--- src/rtl/zicsr_csr_file.sv ---
// zicsr_csr_file: ustatus/mstatus/mtvec/mhartid CSR file with a three-state
// IDLE/EXEC/RESP handshake FSM for Zicsr RW/RS/RC instructions.
// Ports: clk, reset (async active-low), req_* request channel,
//        rsp_* response channel, int_we/int_wdata internal writes,
//        csr_mstatus/csr_mtvec live CSR values.
// Config: define ZICSR_ILLEGAL_TRAP_EN to report illegality on rsp_illegal.
module zicsr_csr_file #(
    parameter int unsigned     XLEN          = 32,
    parameter logic [XLEN-1:0] MSTATUS_WMASK = 32'h0000_1888,
    parameter logic [XLEN-1:0] MTVEC_WMASK   = 32'hFFFF_FFFC
) (
    input  logic            clk,
    input  logic            reset,
    input  logic            req_valid,
    output logic            req_ready,
    input  logic [11:0]     req_addr,
    input  logic [1:0]      req_op,
    input  logic [XLEN-1:0] req_src,
    input  logic            req_rd_nz,
    input  logic            req_src_nz,
    output logic            rsp_valid,
    input  logic            rsp_ready,
    output logic [XLEN-1:0] rsp_rdata,
    output logic            rsp_illegal,
    input  logic [3:0]      int_we,
    input  logic [XLEN-1:0] int_wdata,
    output logic [XLEN-1:0] csr_mstatus,
    output logic [XLEN-1:0] csr_mtvec
);

    typedef enum logic [1:0] {
        IDLE = 2'd0,
        EXEC = 2'd1,
        RESP = 2'd2
    } state_e;

    localparam logic [1:0] OP_RW = 2'b01;
    localparam logic [1:0] OP_RS = 2'b10;
    localparam logic [1:0] OP_RC = 2'b11;

    localparam logic [XLEN-1:0] MSTATUS_RST = XLEN'(32'h0000_1880);
    localparam logic [XLEN-1:0] MTVEC_RST   = XLEN'(32'h8000_0000);

    state_e          state_q, state_d;
    logic [11:0]     addr_q, addr_d;
    logic [1:0]      op_q, op_d;
    logic [XLEN-1:0] src_q, src_d;
    logic            rd_nz_q, rd_nz_d;
    logic            src_nz_q, src_nz_d;
    logic            rsp_valid_q, rsp_valid_d;
    logic [XLEN-1:0] rsp_rdata_q, rsp_rdata_d;
    logic            rsp_illegal_q, rsp_illegal_d;
    logic [XLEN-1:0] ustatus_q, ustatus_d;
    logic [XLEN-1:0] mstatus_q, mstatus_d;
    logic [XLEN-1:0] mtvec_q, mtvec_d;
    logic [XLEN-1:0] mhartid_q, mhartid_d;

    logic            hit_us, hit_ms, hit_tv, hit_hi;
    logic            mapped, writable, readable;
    logic [XLEN-1:0] old_val, new_val, wr_val, wmask;
    logic            do_wr, do_rd, illegal, illegal_rpt, wr_en;

    // Decode and datapath for the latched request
    always_comb begin
        hit_us   = (addr_q == 12'h000);
        hit_ms   = (addr_q == 12'h300);
        hit_tv   = (addr_q == 12'h305);
        hit_hi   = (addr_q == 12'hF14);
        mapped   = 1'b1;
        writable = 1'b0;
        readable = 1'b0;
        old_val  = '0;
        wmask    = '0;
        unique case (1'b1)
            hit_us: begin
                old_val  = ustatus_q;
                readable = 1'b1;
            end
            hit_ms: begin
                old_val  = mstatus_q;
                wmask    = MSTATUS_WMASK;
                writable = 1'b1;
                readable = 1'b1;
            end
            hit_tv: begin
                old_val  = mtvec_q;
                wmask    = MTVEC_WMASK;
                writable = 1'b1;
            end
            hit_hi: begin
                old_val  = mhartid_q;
                readable = 1'b1;
            end
            default: mapped = 1'b0;
        endcase

        unique case (op_q)
            OP_RS:   new_val = old_val | src_q;
            OP_RC:   new_val = old_val & ~src_q;
            default: new_val = src_q;
        endcase

        // RW with rd=x0 skips the read; RS/RC with rs1=x0 skip the write
        do_wr   = (op_q == OP_RW) || src_nz_q;
        do_rd   = (op_q != OP_RW) || rd_nz_q;
        illegal = !mapped || (op_q == 2'b00)
                  || (do_wr && !writable)
                  || (do_rd && !readable);
        wr_en   = (state_q == EXEC) && !illegal && do_wr;
        wr_val  = (new_val & wmask) | (old_val & ~wmask);
`ifdef ZICSR_ILLEGAL_TRAP_EN
        illegal_rpt = illegal;
`else
        illegal_rpt = 1'b0;
`endif
    end

    // CSR next state; internal writes win over instruction writes
    always_comb begin
        ustatus_d = ustatus_q;
        mstatus_d = mstatus_q;
        mtvec_d   = mtvec_q;
        mhartid_d = mhartid_q;
        if (wr_en && hit_ms) mstatus_d = wr_val;
        if (wr_en && hit_tv) mtvec_d   = wr_val;
        if (int_we[0]) ustatus_d = int_wdata;
        if (int_we[1]) mstatus_d = int_wdata;
        if (int_we[2]) mtvec_d   = int_wdata;
        if (int_we[3]) mhartid_d = int_wdata;
    end

    // Handshake FSM
    always_comb begin
        state_d       = state_q;
        addr_d        = addr_q;
        op_d          = op_q;
        src_d         = src_q;
        rd_nz_d       = rd_nz_q;
        src_nz_d      = src_nz_q;
        rsp_valid_d   = rsp_valid_q;
        rsp_rdata_d   = rsp_rdata_q;
        rsp_illegal_d = rsp_illegal_q;
        unique case (state_q)
            IDLE: begin
                if (req_valid) begin
                    state_d  = EXEC;
                    addr_d   = req_addr;
                    op_d     = req_op;
                    src_d    = req_src;
                    rd_nz_d  = req_rd_nz;
                    src_nz_d = req_src_nz;
                end
            end
            EXEC: begin
                state_d       = RESP;
                rsp_valid_d   = 1'b1;
                rsp_rdata_d   = (do_rd && !illegal) ? old_val : '0;
                rsp_illegal_d = illegal_rpt;
            end
            RESP: begin
                if (rsp_ready) begin
                    state_d       = IDLE;
                    rsp_valid_d   = 1'b0;
                    rsp_rdata_d   = '0;
                    rsp_illegal_d = 1'b0;
                end
            end
            default: state_d = IDLE;
        endcase
    end

    always_ff @(posedge clk or negedge reset) begin
        if (!reset) begin
            state_q       <= IDLE;
            addr_q        <= '0;
            op_q          <= '0;
            src_q         <= '0;
            rd_nz_q       <= 1'b0;
            src_nz_q      <= 1'b0;
            rsp_valid_q   <= 1'b0;
            rsp_rdata_q   <= '0;
            rsp_illegal_q <= 1'b0;
            ustatus_q     <= '0;
            mstatus_q     <= MSTATUS_RST;
            mtvec_q       <= MTVEC_RST;
            mhartid_q     <= '0;
        end else begin
            state_q       <= state_d;
            addr_q        <= addr_d;
            op_q          <= op_d;
            src_q         <= src_d;
            rd_nz_q       <= rd_nz_d;
            src_nz_q      <= src_nz_d;
            rsp_valid_q   <= rsp_valid_d;
            rsp_rdata_q   <= rsp_rdata_d;
            rsp_illegal_q <= rsp_illegal_d;
            ustatus_q     <= ustatus_d;
            mstatus_q     <= mstatus_d;
            mtvec_q       <= mtvec_d;
            mhartid_q     <= mhartid_d;
        end
    end

    assign req_ready   = (state_q == IDLE);
    assign rsp_valid   = rsp_valid_q;
    assign rsp_rdata   = rsp_rdata_q;
    assign rsp_illegal = rsp_illegal_q;
    assign csr_mstatus = mstatus_q;
    assign csr_mtvec   = mtvec_q;

endmodule

--- config.mk ---
export PLATFORM = sky130hd
export DESIGN_NAME = zicsr_csr_file
export DESIGN_NICKNAME = d
export VERILOG_FILES = /design/src/rtl/zicsr_csr_file.sv
export SDC_FILE = /design/constraint.sdc
export NUM_CORES = 1
export LEC_CHECK = 0
export CAP_MARGIN = 20
export CORE_ASPECT_RATIO = 1.75
export CORE_UTILIZATION = 40
export DETAILED_ROUTE_END_ITERATION = 12
export HOLD_SLACK_MARGIN = 0.08
export PLACE_DENSITY = 0.75
export SYNTH_ARGS = -nofsm -noshare
export SYNTH_HDL_FRONTEND = slang
export SYNTH_SLANG_ARGS = --single-unit
--- constraint.sdc ---
create_clock -name clk -period 3.5 [get_ports clk]
set_input_delay 0.7 -clock clk [delete_from_list [all_inputs] [get_ports clk]]
set_output_delay 0.7 -clock clk [all_outputs]
set_load 0.05 [all_outputs]
After elaboration in Yosys (flattened, before gate mapping)
Index checks and enable logic that the tools add are counted.

operators by class
  equality and inequality tests = 11
  multiplexer cells = 19
  bitwise operators = 7
  reductions and logical operators = 28

operators with widths
  kind                    count
  $mux W32                6
  $pmux W32 S2            3
  $pmux W32 S4            1
  $and A32 B32 Y32        3
  $not A32 Y32            2
  $or A32 B32 Y32         2
  $eq A12 B10 Y1 const B  2
  $eq A12 B12 Y1 const B  1
  $logic_not A12 Y1       1
  $logic_and A1 B1 Y1     7
  $eq A2 B2 Y1 const B    3
  $pmux W2 S3             1
  $reduce_and A2 Y1       3
  $reduce_bool A2 Y1      3
  $logic_or A1 B1 Y1      5
  $eq A2 B1 Y1 const B    2
  $logic_not A1 Y1        4
  $logic_not A2 Y1        2
  $mux W1                 4
  $mux W2                 2
  $ne A2 B2 Y1 const B    2
  $pmux W1 S2             2
  $reduce_or A4 Y1        1
  $reduce_or A3 Y1        1
  2 further kinds         2

storage, ports and cells
  register bits after elaboration = 212
  input port bits = 88
  output and inout bits = 99
  logic and storage cells = 78

Depth between registers and ports, before layout
Gate-level depths: netlist of run 1.

  depth after elaboration = 13
  mapped depth = 8
  mapped depth without buffers = 5

Worst setup path before layout of run 1
OpenSTA, ideal clock, no wires.

  kind = reg2reg
  from = register state_q[1]
  to = register addr_q[0]
  setup time = 125 ps
  data arrival time = 2,384 ps
  data required time = 3,375 ps
  setup slack = 992 ps
  cell stages (with the launch flop) = 6
  cell sequence = dfrtp_1 > nor2_1 > and2_1 > clkbuf_1 > clkbuf_1 > mux2_2

on the way
  word-level cells in the longest chain between the ends = 2

RTL lines
  element                             line  text
  from (decl)                         44    state_e state_q, state_d;
  from (signal assigned)              188   state_q <= state_d;
  $logic_not A2 Y1                    n/a
  net req_ready                       15    output logic req_ready,
  $reduce_and A2 Y1 (no source line)  n/a
  to (signal assigned)                189   addr_q <= addr_d;
  to (decl)                           45    logic [11:0] addr_q, addr_d;

The timed path passes the listed nets, and every way through them passes these cells.
A chain may end at the register's enable or synchronous reset.

Worst setup path in the final report of run 1
  from = register mstatus_q[12], in the netlist csr_mstatus[12]
  to = output csr_mstatus[12]

RTL lines
  element                 line  text
  from (decl)             54    logic [XLEN-1:0] mstatus_q, mstatus_d;
  from (signal assigned)  198   mstatus_q <= mstatus_d;
  to (decl)               27    output logic [XLEN-1:0] csr_mstatus,

No word-level cell between the ends.

==> results of run 1 <==
## worst paths after layout
| check | cells past startpoint | end |
|---|---|---|
| worst max-delay path | 1 | csr_mstatus[12] |
| worst min-delay path | 1 | src_q[5] |
| worst max register to register | 6 | csr_mtvec[5] |
| worst min register to register | 2 | rsp_rdata[10] |
| max in group asynchronous | 2 | csr_mstatus[7] |
| min in group clk | 2 | rsp_rdata[10] |
## metrics by stage
step / util / instances / setup slack, ns
finish: 0.533 / 1222 / 0.899
global route: 0.533 / 1222 / 0.858
CTS: 0.533 / 1220 / 0.885
detailed placement: 0.505 / 1183 / 0.999
global placement: 0.505 / 1183 / 1.06
floorplan: - / 738 / 0.992
## routing by layer
layer	share of wire	global-route usage	vias up
met5	0	0	-
met4	0.043	0.116	0
met2	0.51	0.383	273
li1	-	-	3048
met3	0.045	0.0265	65
met1	0.40	0.265	3500
## registers in the layout (all words and copies together), names as in the netlist
name	cells
op_q	2
csr_mtvec	32
src_nz_q	1
ustatus_q	32
state_q	2
rsp_valid	1
src_q	30
mhartid_q	32
addr_q	12
csr_mstatus	32
rd_nz_q	1
rsp_rdata	32
## cell families after synthesis
group                     synth area share
xor gates and xnor gates           0.00174
and+or+nand+nor                     0.0640
AOI/OAI and AO/OA                    0.117
DFF                                  0.559
buffers and inverters               0.0251
other                             0.000401
muxes                                0.232
## worst register-to-register path, delay by kind of cell (launching register included)
kind | cells | cell delay [ns]
buffers and inverters | 1 | 0.52
muxes | 1 | 0.27
AOI/OAI and AO/OA | 2 | 0.66
DFF | 1 | 0.43
and+or+nand+nor | 2 | 0.58
## layout by cell type, fill, tap and decap left out, types with 6 or more instances in the layout
master,synthesis,layout
a21oi_1,8,8
a22oi_1,58,58
buf_4,3,16
clkbuf_16,0,21
clkdlybuf4s50_1,0,178
clkinv_2,0,12
dfrtp_1,205,205
mux2_2,139,139
mux2i_1,61,61
nand2_1,67,67
nor2_1,8,7
nor2b_1,6,6
o21ai_1,34,34
o2bb2ai_1,30,30
## area by class of cell
cell class	instances	area, um2
Clock inverter	12	60.1
Timing Repair Buffer	201	1980
Sequential cell	209	5240
Antenna cell	2	5.00
Inverter	2	7.51
Clock buffer	25	571
Multi-Input combinational cell	471	3940
Fill cell	1979	10700
Tap cell	300	375
## power breakdown
group	total, mW	internal, mW	switching [mW]
clock network	2.08	1.16	0.920
logic	2.05	0.882	1.17
registers	3.24	2.86	0.383
total	7.37	4.90	2.47
==> reports/metrics.cfg, run 1 <==
[worst_setup_path]
arrival_ns=1.90
r2r_start=addr_q[9]
setup.worst_path.end_class=primary output
critPathLaunch=csr_mstatus[12]
crit_family=buffers and inverters
crit_slowest_cell=clkdlybuf4s50_1
critPathKind=register to primary output
path_buf_inv=1
cp_cell_sequence=clkdlybuf4s50_1
crit_fanout=3
r2r_setup_slack_ns=0.97
required_ns=2.80
cpPeakStageDelay_ns=0.87
startpoint_type=register

[run]
drv_cap=0

[power_and_ir_drop]
power.total_mw=7.37
powerDensity_nw_per_um2=606
p_leak_nw=5.01
vdd_drop_max_mv=0.562

[floorplan]
fp.dieW_um=118
io_pins=187
die-area_um2=24000
die_h_um=204
core-area_um2=22800
rows=73
start_util=0.410

[timing]
setup_tns_ns=0
period_minus_slack_ns=2.60
rsz0062_at_grt=no
post-route-period-util=0.743
setup_violations=0
tightest_slew_ns=0.985
slew_headroom=0.343
hold_violations=0
holdWs_ns=0.305
drv_slew=0
max_freq_mhz=385
finalClockSkew_ns=0.0168

[clock_network]
cts_setup_buffers=0
cts-root-buf=clkbuf_16
cts_sinks=209
hold_buffers=0
htree_levels=1
clock_latency_ns=0.49
ctsLongestPathBuffers=3
post_cts_resized=0
cts_tree=done
cts_inserted_buffers=21
clk_pin_slew_ns=0.06

[place]
placed_area_um2=11500
gp_congestion=0.917
dpl.hpwl_mm=17.3
port_buffers=183

[global_route]
grt_antenna_before_repair=2
grt_pass1_wl_mm=41.0
first_global_vias=7258
grt_overflow=0
grt_usage=0.220
grt_max_degree=103

[route]
drc=0
antenna_left=0
num_vias=6886
post_drt_wl_per_cell_um=21.4
finalWirelength_mm=26.2
viasPerCell=5.64
drt_iter0_drc=592
first_pass_iters=8

[synth]
synth_most_common_cell=dfrtp_1
avgSynthCellArea_um2=12.7
synth.yosys.warnings=0
yosysTopAreaCell=dfrtp_1
syn_nets=826
synth_edf_count=0
netlist.area_leader.share=0.548
yosysSeqAreaShare=0.559
ys.flop_type=dfrtp_1
ys_ff_latch=209
ys_types=51
synth_cells=738
yosys-top-cells-area=dfrtp_1 (55%), mux2_2 (17%), mux2i_1 (6.5%)
async_flop_share=1.00
synthTopCellsByCount=dfrtp_1 (205), mux2_2 (139), nand2_1 (67)
synth_area_um2=9360

[finish]
stdcell_area_um2=12200
drive_above_1_share=0.241
final_nets=994
syn2layout_area_growth_pct=30.0

[status]
run_status=completed

[worst_hold_path]
hp-class=input port to asynchronous set/reset pin

Power figures use the tool's default switching activity.
==> run 2: changes to the inputs <==
==> constraint.sdc (replaced) <==
create_clock -name clk -period 2.6 [get_ports clk]
set_input_delay 0.52 -clock clk [delete_from_list [all_inputs] [get_ports clk]]
set_output_delay 0.52 -clock clk [all_outputs]
set_load 0.05 [all_outputs]
==> reports/metrics.cfg, run 2 (same netlist as run 1, synthesis figures left out) <==
[power_and_ir_drop]
p_leak_nw=5.07
powerDensity_nw_per_um2=812
clockPowerShare=0.284
switching_share=0.331
p_comb_frac=0.282
vdd_drop_max_mv=0.968
power.total_mw=10.0
seqPwrFrac=0.434
p_sw_mw=3.31
p_int_mw=6.69

[run]
drv_cap=0

[floorplan]
fp.dieW_um=118
die-area_um2=24000
start_util=0.410
rows=73
die_h_um=204
core-area_um2=22800
io_pins=187

[global_route]
grt_usage=0.221
grt_overflow=0
grt_antenna_before_repair=1
first_global_vias=7234
grt_max_degree=70
grt_pass1_wl_mm=41.2

[worst_setup_path]
crit_family=buffers and inverters
critPathLaunch=csr_mstatus[12]
required_ns=2.08
startpoint_type=register
crit_slowest_cell=clkdlybuf4s50_1
cpPeakStageDelay_ns=0.86
path_buf_inv=1
setup.worst_path.end_class=primary output
critPathKind=register to primary output
ff2ff_path_depth=5
arrival_ns=1.92
r2r_start=addr_q[1]
r2r_end=csr_mstatus[12]
crit_fanout=3
cp_cell_sequence=clkdlybuf4s50_1
r2r_setup_slack_ns=0.27

[finish]
drive_above_1_share=0.243
final_nets=1007
syn2layout_area_growth_pct=31.5
layout_common_cells=dfrtp_1 (205), clkdlybuf4s50_1 (178), mux2_2 (139)
fin_cells=1234
layout_commonest_cell=dfrtp_1

[timing]
holdWs_ns=0.483
tightest_slew_ns=0.623
slew_headroom=0.585
drv_slew=0
setup_violations=0
post-route-period-util=0.937
max_freq_mhz=411
setup_tns_ns=0
period_minus_slack_ns=2.44
hold_violations=0
finalClockSkew_ns=0.0100
rsz0062_at_grt=no

[clock_network]
htree_levels=1
cts_tree=done
clock_latency_ns=0.50
cts_inserted_buffers=21
ctsLongestPathBuffers=3
cts-root-buf=clkbuf_16
clk_pin_slew_ns=0.06
cts_sinks=209
post_cts_resized=0

[place]
port_buffers=183
gp_congestion=0.857
dpl.hpwl_mm=17.9
place_inst=1195

[route]
antenna_left=0
num_vias=6904
finalWirelength_mm=26.1
drc=0
post_drt_wl_per_cell_um=21.2
first_pass_iters=7
viasPerCell=5.59
drt_iter0_drc=665

[worst_hold_path]
min_path_cells=4
min_from=int_we[2]
hp-class=input port to register
hold_end=csr_mtvec[11]

[status]
run_status=completed

run 2: cell types whose count changed in the layout (fill, tap and decap cells not counted):
cell,change
dlygate4sd3_1,+1
clkbuf_8,+1
diode_2,-1
buf_12,+3
inv_6,+1
clkinv_2,-9
buf_4,+9
clkbuf_1,+7
run 2: worst max path at each step:
stage | depth (start not counted) | slack, ns | to
floorplan | 5 | 0.09 | addr_q[0]
global placement | 5 | 0.31 | csr_mstatus[12]
detailed placement | 5 | 0.29 | csr_mstatus[11]
CTS | 1 | 0.13 | csr_mstatus[12]
global route | 2 | 0.12 | req_ready
finish | 1 | 0.16 | csr_mstatus[12]
run 2: routing by layer:
| layer | vias to the layer above | GRT usage | part of all wire |
|---|---|---|---|
| li1 | 3089 | - | - |
| met1 | 3508 | 0.266 | 0.39 |
| met2 | 237 | 0.391 | 0.52 |
| met3 | 70 | 0.0218 | 0.042 |
| met4 | 0 | 0.109 | 0.049 |
| met5 | - | 0 | 0 |
run 2: power by group through the flow:
stage / logic (mW) / clock network (mW) / registers [mW]
final: 2.82 / 2.84 / 4.34
after global routing: 2.99 / 3.05 / 4.43
after CTS: 2.82 / 2.90 / 4.34
after detailed placement: 2.81 / 0 / 4.40
after global placement: 2.77 / 0 / 4.37
after floorplan: 1.51 / 0 / 4.59
run 2: worst reg2reg max path: stages, from the launching register on:
cell      delay (ns)
dfrtp_1         0.44
or2_4           0.30
or4_4           0.55
or4_4           0.54
or2_4           0.28
o211ai_2        0.15
run 2: final cells by class:
type | instances | area, um2
fill | 1996 | 10500
sequential | 209 | 5240
multi-input combinational | 471 | 3940
timing repair buffer | 214 | 2110
clock buffer | 33 | 611
tap | 300 | 375
clock inverter | 4 | 23.8
inverter | 2 | 7.51
antenna | 1 | 2.50
run 2: repair_timing:
item,CTS,global route
setup buffers,0,0
hold buffers,1,0
endpoints found under the hold margin,36,0
run 2: metrics by stage:
step                       util  setup slack, ns  instance area [um2]
after floorplan               -           0.0917                 9360
after global placement    0.511            0.314                11700
after detailed placement  0.511            0.289                11700
after CTS                 0.539            0.128                12300
after global routing      0.539            0.116                12300
final                     0.539            0.165                12300
